[src/rtl/mig_req_sched.sv]
// Migration request scheduler: filters hot cache-line addresses down to unique pages,
// queues them, and issues ID-tagged migration requests bounded by an in-flight table.
module mig_req_sched #(
  parameter int ADDR_SIZE       = 28,
  parameter int PAGE_SHIFT      = 6,
  parameter int FIFO_DEPTH      = 8,
  parameter int FIFO_DEPTH_BITS = 3,
  parameter int MAX_INFLIGHT    = 4,
  parameter int ID_BITS         = 2
) (
  input  logic                          clk,
  input  logic                          rstn,
  input  logic                          enable,
  input  logic                          mig_addr_en,
  input  logic [ADDR_SIZE-1:0]          mig_addr,
  output logic                          mig_addr_ready,
  output logic                          mig_req_valid,
  output logic [ADDR_SIZE-PAGE_SHIFT-1:0] mig_req_page,
  output logic [ID_BITS-1:0]            mig_req_id,
  input  logic                          mig_req_ready,
  input  logic                          mig_done_en,
  input  logic [ID_BITS-1:0]            mig_done_id,
  output logic [ID_BITS:0]              inflight_cnt,
  output logic [31:0]                   issued_cnt,
  output logic [31:0]                   dropped_cnt,
  output logic                          done_err
);

  localparam int PAGE_SIZE = ADDR_SIZE - PAGE_SHIFT;
  localparam logic [FIFO_DEPTH_BITS:0] FIFO_FULL_CNT = (FIFO_DEPTH_BITS+1)'(FIFO_DEPTH);

  typedef enum logic {S_IDLE, S_REQ} state_e;

  state_e                     state_q, state_d;
  logic [PAGE_SIZE-1:0]       fifo_mem_q [FIFO_DEPTH];
  logic [FIFO_DEPTH_BITS-1:0] rd_ptr_q, rd_ptr_d;
  logic [FIFO_DEPTH_BITS-1:0] wr_ptr_q, wr_ptr_d;
  logic [FIFO_DEPTH_BITS:0]   count_q, count_d;
  logic [PAGE_SIZE-1:0]       req_page_q, req_page_d;
  logic [ID_BITS-1:0]         req_id_q, req_id_d;
  logic [MAX_INFLIGHT-1:0]    busy_q, busy_d;
  logic [PAGE_SIZE-1:0]       busy_page_q [MAX_INFLIGHT];
  logic [31:0]                issued_cnt_q, issued_cnt_d;
  logic [31:0]                dropped_cnt_q, dropped_cnt_d;
  logic                       done_err_q, done_err_d;

  logic [PAGE_SIZE-1:0]       in_page;
  logic                       fifo_full, fifo_empty;
  logic                       accept, dup_hit, push, pop, req_fire;
  logic [FIFO_DEPTH_BITS-1:0] slot_off;
  logic [MAX_INFLIGHT-1:0]    free_mask;
  logic                       any_free;
  logic [ID_BITS-1:0]         free_id;
  logic [ID_BITS:0]           inflight_sum;

  assign in_page        = mig_addr[ADDR_SIZE-1:PAGE_SHIFT];
  assign fifo_full      = (count_q == FIFO_FULL_CNT);
  assign fifo_empty     = (count_q == '0);
  assign mig_addr_ready = !fifo_full;
  assign accept         = mig_addr_en && mig_addr_ready;
  assign push           = accept && !dup_hit;
  assign req_fire       = (state_q == S_REQ) && mig_req_ready;

  // Dedup looks only at start-of-cycle state, so a head popped this cycle still matches.
  always_comb begin
    // NOTE: every combinational output gets a default first so no path leaves it unassigned (no latch).
    dup_hit  = 1'b0;
    slot_off = '0;
    for (int i = 0; i < FIFO_DEPTH; i++) begin
      slot_off = FIFO_DEPTH_BITS'(i) - rd_ptr_q;
      if (({1'b0, slot_off} < count_q) && (fifo_mem_q[i] == in_page)) dup_hit = 1'b1;
    end
    if ((state_q == S_REQ) && (req_page_q == in_page)) dup_hit = 1'b1;
    for (int i = 0; i < MAX_INFLIGHT; i++) begin
      if (busy_q[i] && (busy_page_q[i] == in_page)) dup_hit = 1'b1;
    end
  end

  // The held ID is reserved while its request waits for the engine.
  always_comb begin
    free_mask = ~busy_q;
    if (state_q == S_REQ) free_mask[req_id_q] = 1'b0;
    any_free = |free_mask;
    free_id  = '0;
    for (int i = MAX_INFLIGHT - 1; i >= 0; i--) begin
      if (free_mask[i]) free_id = ID_BITS'(i);
    end
  end

  assign pop = (state_q == S_IDLE) && enable && !fifo_empty && any_free;

  always_comb begin
    state_d       = state_q;
    req_page_d    = req_page_q;
    req_id_d      = req_id_q;
    rd_ptr_d      = rd_ptr_q;
    wr_ptr_d      = wr_ptr_q;
    count_d       = count_q;
    busy_d        = busy_q;
    issued_cnt_d  = issued_cnt_q;
    dropped_cnt_d = dropped_cnt_q;
    done_err_d    = done_err_q;

    case (state_q)
      S_IDLE: begin
        if (pop) begin
          req_page_d = fifo_mem_q[rd_ptr_q];
          req_id_d   = free_id;
          rd_ptr_d   = rd_ptr_q + 1'b1;
          state_d    = S_REQ;
        end
      end
      S_REQ: begin
        if (mig_req_ready) begin
          busy_d[req_id_q] = 1'b1;
          if (issued_cnt_q != '1) issued_cnt_d = issued_cnt_q + 32'd1;
          state_d = S_IDLE;
        end
      end
      default: state_d = S_IDLE;
    endcase

    if (push) wr_ptr_d = wr_ptr_q + 1'b1;
    case ({push, pop})
      2'b10:   count_d = count_q + 1'b1;
      2'b01:   count_d = count_q - 1'b1;
      default: count_d = count_q;
    endcase

    if (accept && dup_hit && (dropped_cnt_q != '1)) dropped_cnt_d = dropped_cnt_q + 32'd1;

    // The request being handed over is never busy yet, so a completion cannot collide with it.
    if (mig_done_en) begin
      if (busy_q[mig_done_id]) busy_d[mig_done_id] = 1'b0;
      else                     done_err_d          = 1'b1;
    end
  end

  always_comb begin
    inflight_sum = '0;
    for (int i = 0; i < MAX_INFLIGHT; i++) begin
      inflight_sum = inflight_sum + {{ID_BITS{1'b0}}, busy_q[i]};
    end
    if (state_q == S_REQ) inflight_sum = inflight_sum + 1'b1;
  end

  always_ff @(posedge clk) begin
    // NOTE: state registers use non-blocking assignments so every flop samples pre-edge values.
    if (!rstn) begin
      state_q       <= S_IDLE;
      rd_ptr_q      <= '0;
      wr_ptr_q      <= '0;
      count_q       <= '0;
      req_page_q    <= '0;
      req_id_q      <= '0;
      busy_q        <= '0;
      issued_cnt_q  <= '0;
      dropped_cnt_q <= '0;
      done_err_q    <= 1'b0;
    end else begin
      state_q       <= state_d;
      rd_ptr_q      <= rd_ptr_d;
      wr_ptr_q      <= wr_ptr_d;
      count_q       <= count_d;
      req_page_q    <= req_page_d;
      req_id_q      <= req_id_d;
      busy_q        <= busy_d;
      issued_cnt_q  <= issued_cnt_d;
      dropped_cnt_q <= dropped_cnt_d;
      done_err_q    <= done_err_d;
    end
  end

  // NOTE: storage arrays are not reset; count_q and busy_q qualify every read, so contents are don't-care.
  always_ff @(posedge clk) begin
    if (push)     fifo_mem_q[wr_ptr_q]  <= in_page;
    if (req_fire) busy_page_q[req_id_q] <= req_page_q;
  end

  assign mig_req_valid = (state_q == S_REQ);
  assign mig_req_page  = req_page_q;
  assign mig_req_id    = req_id_q;
  assign inflight_cnt  = inflight_sum;
  assign issued_cnt    = issued_cnt_q;
  assign dropped_cnt   = dropped_cnt_q;
  assign done_err      = done_err_q;

endmodule

[config.mk]
export PLATFORM = sky130hd
export DESIGN_NAME = mig_req_sched
export DESIGN_NICKNAME = d
export VERILOG_FILES = /design/src/rtl/mig_req_sched.sv
export SDC_FILE = /design/constraint.sdc
export NUM_CORES = 1
export LEC_CHECK = 0
export CORE_MARGIN = 5
export CORE_UTILIZATION = 40
export DETAILED_ROUTE_END_ITERATION = 8
export SETUP_SLACK_MARGIN = 0.1
export SLEW_MARGIN = 20
export SYNTH_ARGS = -nofsm -noshare
export SYNTH_HDL_FRONTEND = slang
export SYNTH_SLANG_ARGS = --single-unit
[constraint.sdc]
create_clock -name clk -period 7.3 [get_ports clk]
set_clock_uncertainty 0.1 [all_clocks]
set_input_delay 1.46 -clock clk [delete_from_list [all_inputs] [get_ports clk]]
set_output_delay 1.46 -clock clk [all_outputs]
set_load 0.05 [all_outputs]
==> results.sh <==
export IMPL_placedInstanceArea_um2=19890
export IMPL_run_status="finished clean"
export IMPL_syn_area_um2=18040
export IMPL_fin_util_pct=47.80
export IMPL_number_of_remaining_drc_errors=0
export IMPL_cp_buffers_inverters=3
export IMPL_final_common_cell="sky130_fd_sc_hd__edfxtp_1"
export IMPL_yosys_most_used_dff="sky130_fd_sc_hd__edfxtp_1"
export IMPL_cp_top_family="buffers and inverters"
export IMPL_startpoint_class="primary input"
export IMPL_global_placer_s_final_weighted_congestion=0.8269
export IMPL_worstReg2RegStart="rd_ptr_q[1]"
export IMPL_firstDrtPassIters=5
export IMPL_count_of_hold_buffers_inserted_by_post_cts_repair=0
export IMPL_critical_path_required_ns=7.68
export IMPL_core_um2=44410
export IMPL_worst_setup_hold_path_clk_slew_ns=0.06
export IMPL_die_y_um=222.4
export IMPL_grt_util_all_layers_pct=19.21
export IMPL_synth_net_count=1494
export IMPL_timing_max_transition_violations_final=0
export IMPL_core_rowCount=77
export IMPL_tritoncts="yes"
export IMPL_hold_violations=0
export IMPL_die_width_um=222.4
export IMPL_r2r_setup_slack_ns=2.34
export IMPL_ctsHtreeMaxLevel=2
export IMPL_netlist_area_leader_share_pct=43.95
export IMPL_vias_in_the_first_global_route=11630
export IMPL_tightest_slew_ns=1.094
export IMPL_floorplan_initialDensity_pct=40.61
export IMPL_cts_buffers=42
export IMPL_headroom_to_the_max_slew_limit_pct=26.82
export IMPL_wl_mm=48.74
export IMPL_synth_seq_area_share_pct=55.49
export IMPL_crit_path_start="mig_addr[12]"
export IMPL_final_cell_mix="sky130_fd_sc_hd__edfxtp_1, sky130_fd_sc_hd__xnor2_1, sky130_fd_sc_hd__xor2_1, sky130_fd_sc_hd__clkdlybuf4s50_1, sky130_fd_sc_hd__dfxtp_1"
export IMPL_cap_violations=0
export IMPL_critical_path_max_stage_delay_ns=1.13
export IMPL_yosysWarnings=0
export IMPL_fillers=3995
export IMPL_grt_first_pass_wirelength_mm=73.48
export IMPL_timing_hold_worst_class="flop to flop"
export IMPL_power_leakage_nw=6.775
export IMPL_critical_path_slowest_cell="sky130_fd_sc_hd__clkdlybuf4s50_1"
export IMPL_worst_skew_pair_late_latency_ns=0.57
export IMPL_final_cells=2184
export IMPL_route_detailed_vias_per_inst=5.434
export IMPL_netlist_instances=1433
export IMPL_power_per_cell_area_nw_per_um2=295.0
export IMPL_place_detailed_hpwl_mm=33.81
export IMPL_worst_ep_arrival_time_ns=5.93
export IMPL_post_synthesis_register_bit_count=368
export IMPL_max_clock_freq_mhz=180.0
export IMPL_dr_total_vias=11868
export IMPL_cts_setup_buffers=0
export IMPL_maximum_number_of_pins_on_one_net_before_global_route_repair=53
export IMPL_root_buffer="sky130_fd_sc_hd__clkbuf_16"
export IMPL_worstSetupEndpointType="flop"
export IMPL_synthesis_area_per_instance_um2=12.59
export IMPL_design_portCount=130
export IMPL_number_of_enable_type_register_cells_in_the_synthesized_netlist=264
export IMPL_total_number_of_nets_in_the_final_design=1620
export IMPL_crit_path_cell_trace="clkdlybuf4s50_1, buf_4, xor2_1, nor3_1, o211ai_1, nand4_1, nor4_4, inv_2, ha_1, ha_1, a21o_1, a21oi_1, xnor2_1, or3_1, a21oi_1"
export IMPL_stdcell_area_um2=21230
export IMPL_antenna_viol_nets_final=0
export IMPL_fin_tns_setup_ns=0
export IMPL_rsz0062_at_grt="no"
export IMPL_synth_async_reset_ratio_pct=0
export IMPL_cts_sinks=368
export IMPL_gr_total_overflow=0
export IMPL_finalCriticalPeriod_ns=5.556
export IMPL_final_setup_viol_count=0
export IMPL_netlist_cell_type_count=58
export IMPL_netlist_top_cell_by_area="sky130_fd_sc_hd__edfxtp_1"
export IMPL_drive_gt1_share_pct=11.44
export IMPL_worst_ir_drop_vdd_uv=167.0
export IMPL_cts_root_to_sink_buffers=3
export IMPL_worst_hold_startpoint="done_err"
export IMPL_violation_count_after_the_first_detailed_routing_iteration=1048
export IMPL_synth_top_cells_by_area="sky130_fd_sc_hd__edfxtp_1, sky130_fd_sc_hd__dfxtp_1, sky130_fd_sc_hd__xnor2_1"
export IMPL_die_area_um2=49440
export IMPL_port_buffer_count=123
export IMPL_post_cts_resized=0
export IMPL_worstSetupPathType="primary input to flop"
export IMPL_crit_path_max_fanout=16
export IMPL_antenna_found_initial=1
export IMPL_dp_cells=2107
export IMPL_signed_area_change_from_the_synthesized_netlist_to_the_final_layout_pct=17.70
export IMPL_fin_crit_sh_pct=76.11
export IMPL_fin_total_pwr_mw=6.263
export IMPL_post_drt_wl_per_cell_um=22.32
## power breakdown
| group | internal (mW) | switching (mW) | total, mW |
|---|---|---|---|
| combinational | 0.593 | 0.869 | 1.46 |
| clock | 1.24 | 0.862 | 2.10 |
| sequential | 2.45 | 0.254 | 2.70 |
| total | 4.28 | 1.98 | 6.26 |
## kinds of logic after synthesis
kind of cell             Yosys count  synth area share [%]
buffers and inverters            113                 3.635
flip-flops                       368                 55.49
AO/OA/AOI/OAI                    116                 4.183
AND/OR/NAND/NOR                  426                 12.53
XOR/XNOR                         323                 15.72
multiplexers                      62                 6.576
adder cells (fa/ha/maj)           25                 1.859
## flip-flops by register name (all words and copies together) (netlist names)
name / cells
fifo_mem_q: 176
wr_ptr_q: 3
issued_cnt: 32
dropped_cnt: 32
rd_ptr_q: 3
busy_page_q: 88
mig_req_page: 22
done_err: 1
mig_req_id: 2
busy_q: 4
mig_req_valid: 1
count_q: 4
## synthesized netlist by cell type (4+ instances only)
| master | instances |
|---|---|
| sky130_fd_sc_hd__and3_1 | 14 |
| sky130_fd_sc_hd__buf_4 | 11 |
| sky130_fd_sc_hd__clkbuf_1 | 31 |
| sky130_fd_sc_hd__buf_1 | 5 |
| sky130_fd_sc_hd__nand2_1 | 89 |
| sky130_fd_sc_hd__ha_1 | 22 |
| sky130_fd_sc_hd__and4_1 | 6 |
| sky130_fd_sc_hd__nand4_1 | 73 |
| sky130_fd_sc_hd__a311oi_1 | 22 |
| sky130_fd_sc_hd__inv_1 | 23 |
| sky130_fd_sc_hd__o211ai_1 | 6 |
| sky130_fd_sc_hd__mux2i_1 | 15 |
| sky130_fd_sc_hd__nor2_1 | 80 |
| sky130_fd_sc_hd__nand3_1 | 31 |
| sky130_fd_sc_hd__buf_6 | 22 |
| sky130_fd_sc_hd__nor3b_1 | 9 |
| sky130_fd_sc_hd__a21oi_1 | 40 |
| sky130_fd_sc_hd__a21o_1 | 4 |
| sky130_fd_sc_hd__nor3_1 | 27 |
| sky130_fd_sc_hd__or4_1 | 6 |
| sky130_fd_sc_hd__or3_1 | 16 |
| sky130_fd_sc_hd__xor2_1 | 121 |
| sky130_fd_sc_hd__o31ai_1 | 6 |
| sky130_fd_sc_hd__mux4_2 | 45 |
| sky130_fd_sc_hd__dfxtp_1 | 104 |
| sky130_fd_sc_hd__o21ai_0 | 23 |
| sky130_fd_sc_hd__xnor2_1 | 201 |
| sky130_fd_sc_hd__buf_2 | 20 |
| sky130_fd_sc_hd__nand2b_1 | 20 |
| sky130_fd_sc_hd__nor4_1 | 36 |
| sky130_fd_sc_hd__edfxtp_1 | 264 |
## metrics by stage
| step | hold WS (ns) | setup WS (ns) |
|---|---|---|
| 6_report | 0.3805 | 1.744 |
| 5_1_grt | 0.3993 | 1.379 |
| 4_1_cts | 0.3817 | 1.731 |
| 3_5_place_dp | 0.3674 | 1.135 |
| 3_3_place_gp | 0.3551 | 1.225 |
| 2_1_floorplan | 0.3899 | 1.115 |
## cell type report
type,instances,area (um2),share of cell area (%)
diodes,1,2.502,0.01179
repair buffers,171,1577,7.425
flip-flops and latches,368,10010,47.17
clock buffers,48,1074,5.056
inverters,24,90.09,0.4243
multi-input cells,952,7448,35.08
well taps,592,740.7,3.489
clock inverters,28,285.3,1.344
## worst paths after layout
| kind | end | cells after the start |
|---|---|---|
| setup / recovery | count_q[3] | 15 |
| hold / removal | done_err | 1 |
| setup reg to reg | count_q[3] | 16 |
| hold reg to reg | done_err | 1 |
## metal layers
metal | vias up | GRT usage, % | wire length, um
li1 | 5513 | - | -
met1 | 5923 | 25.98 | 20800
met2 | 343 | 31.31 | 23180
met3 | 89 | 4.065 | 3284
met4 | 0 | 5.889 | 1467
met5 | - | 0 | 0
Note: power is estimated with default switching activity, not from simulation.
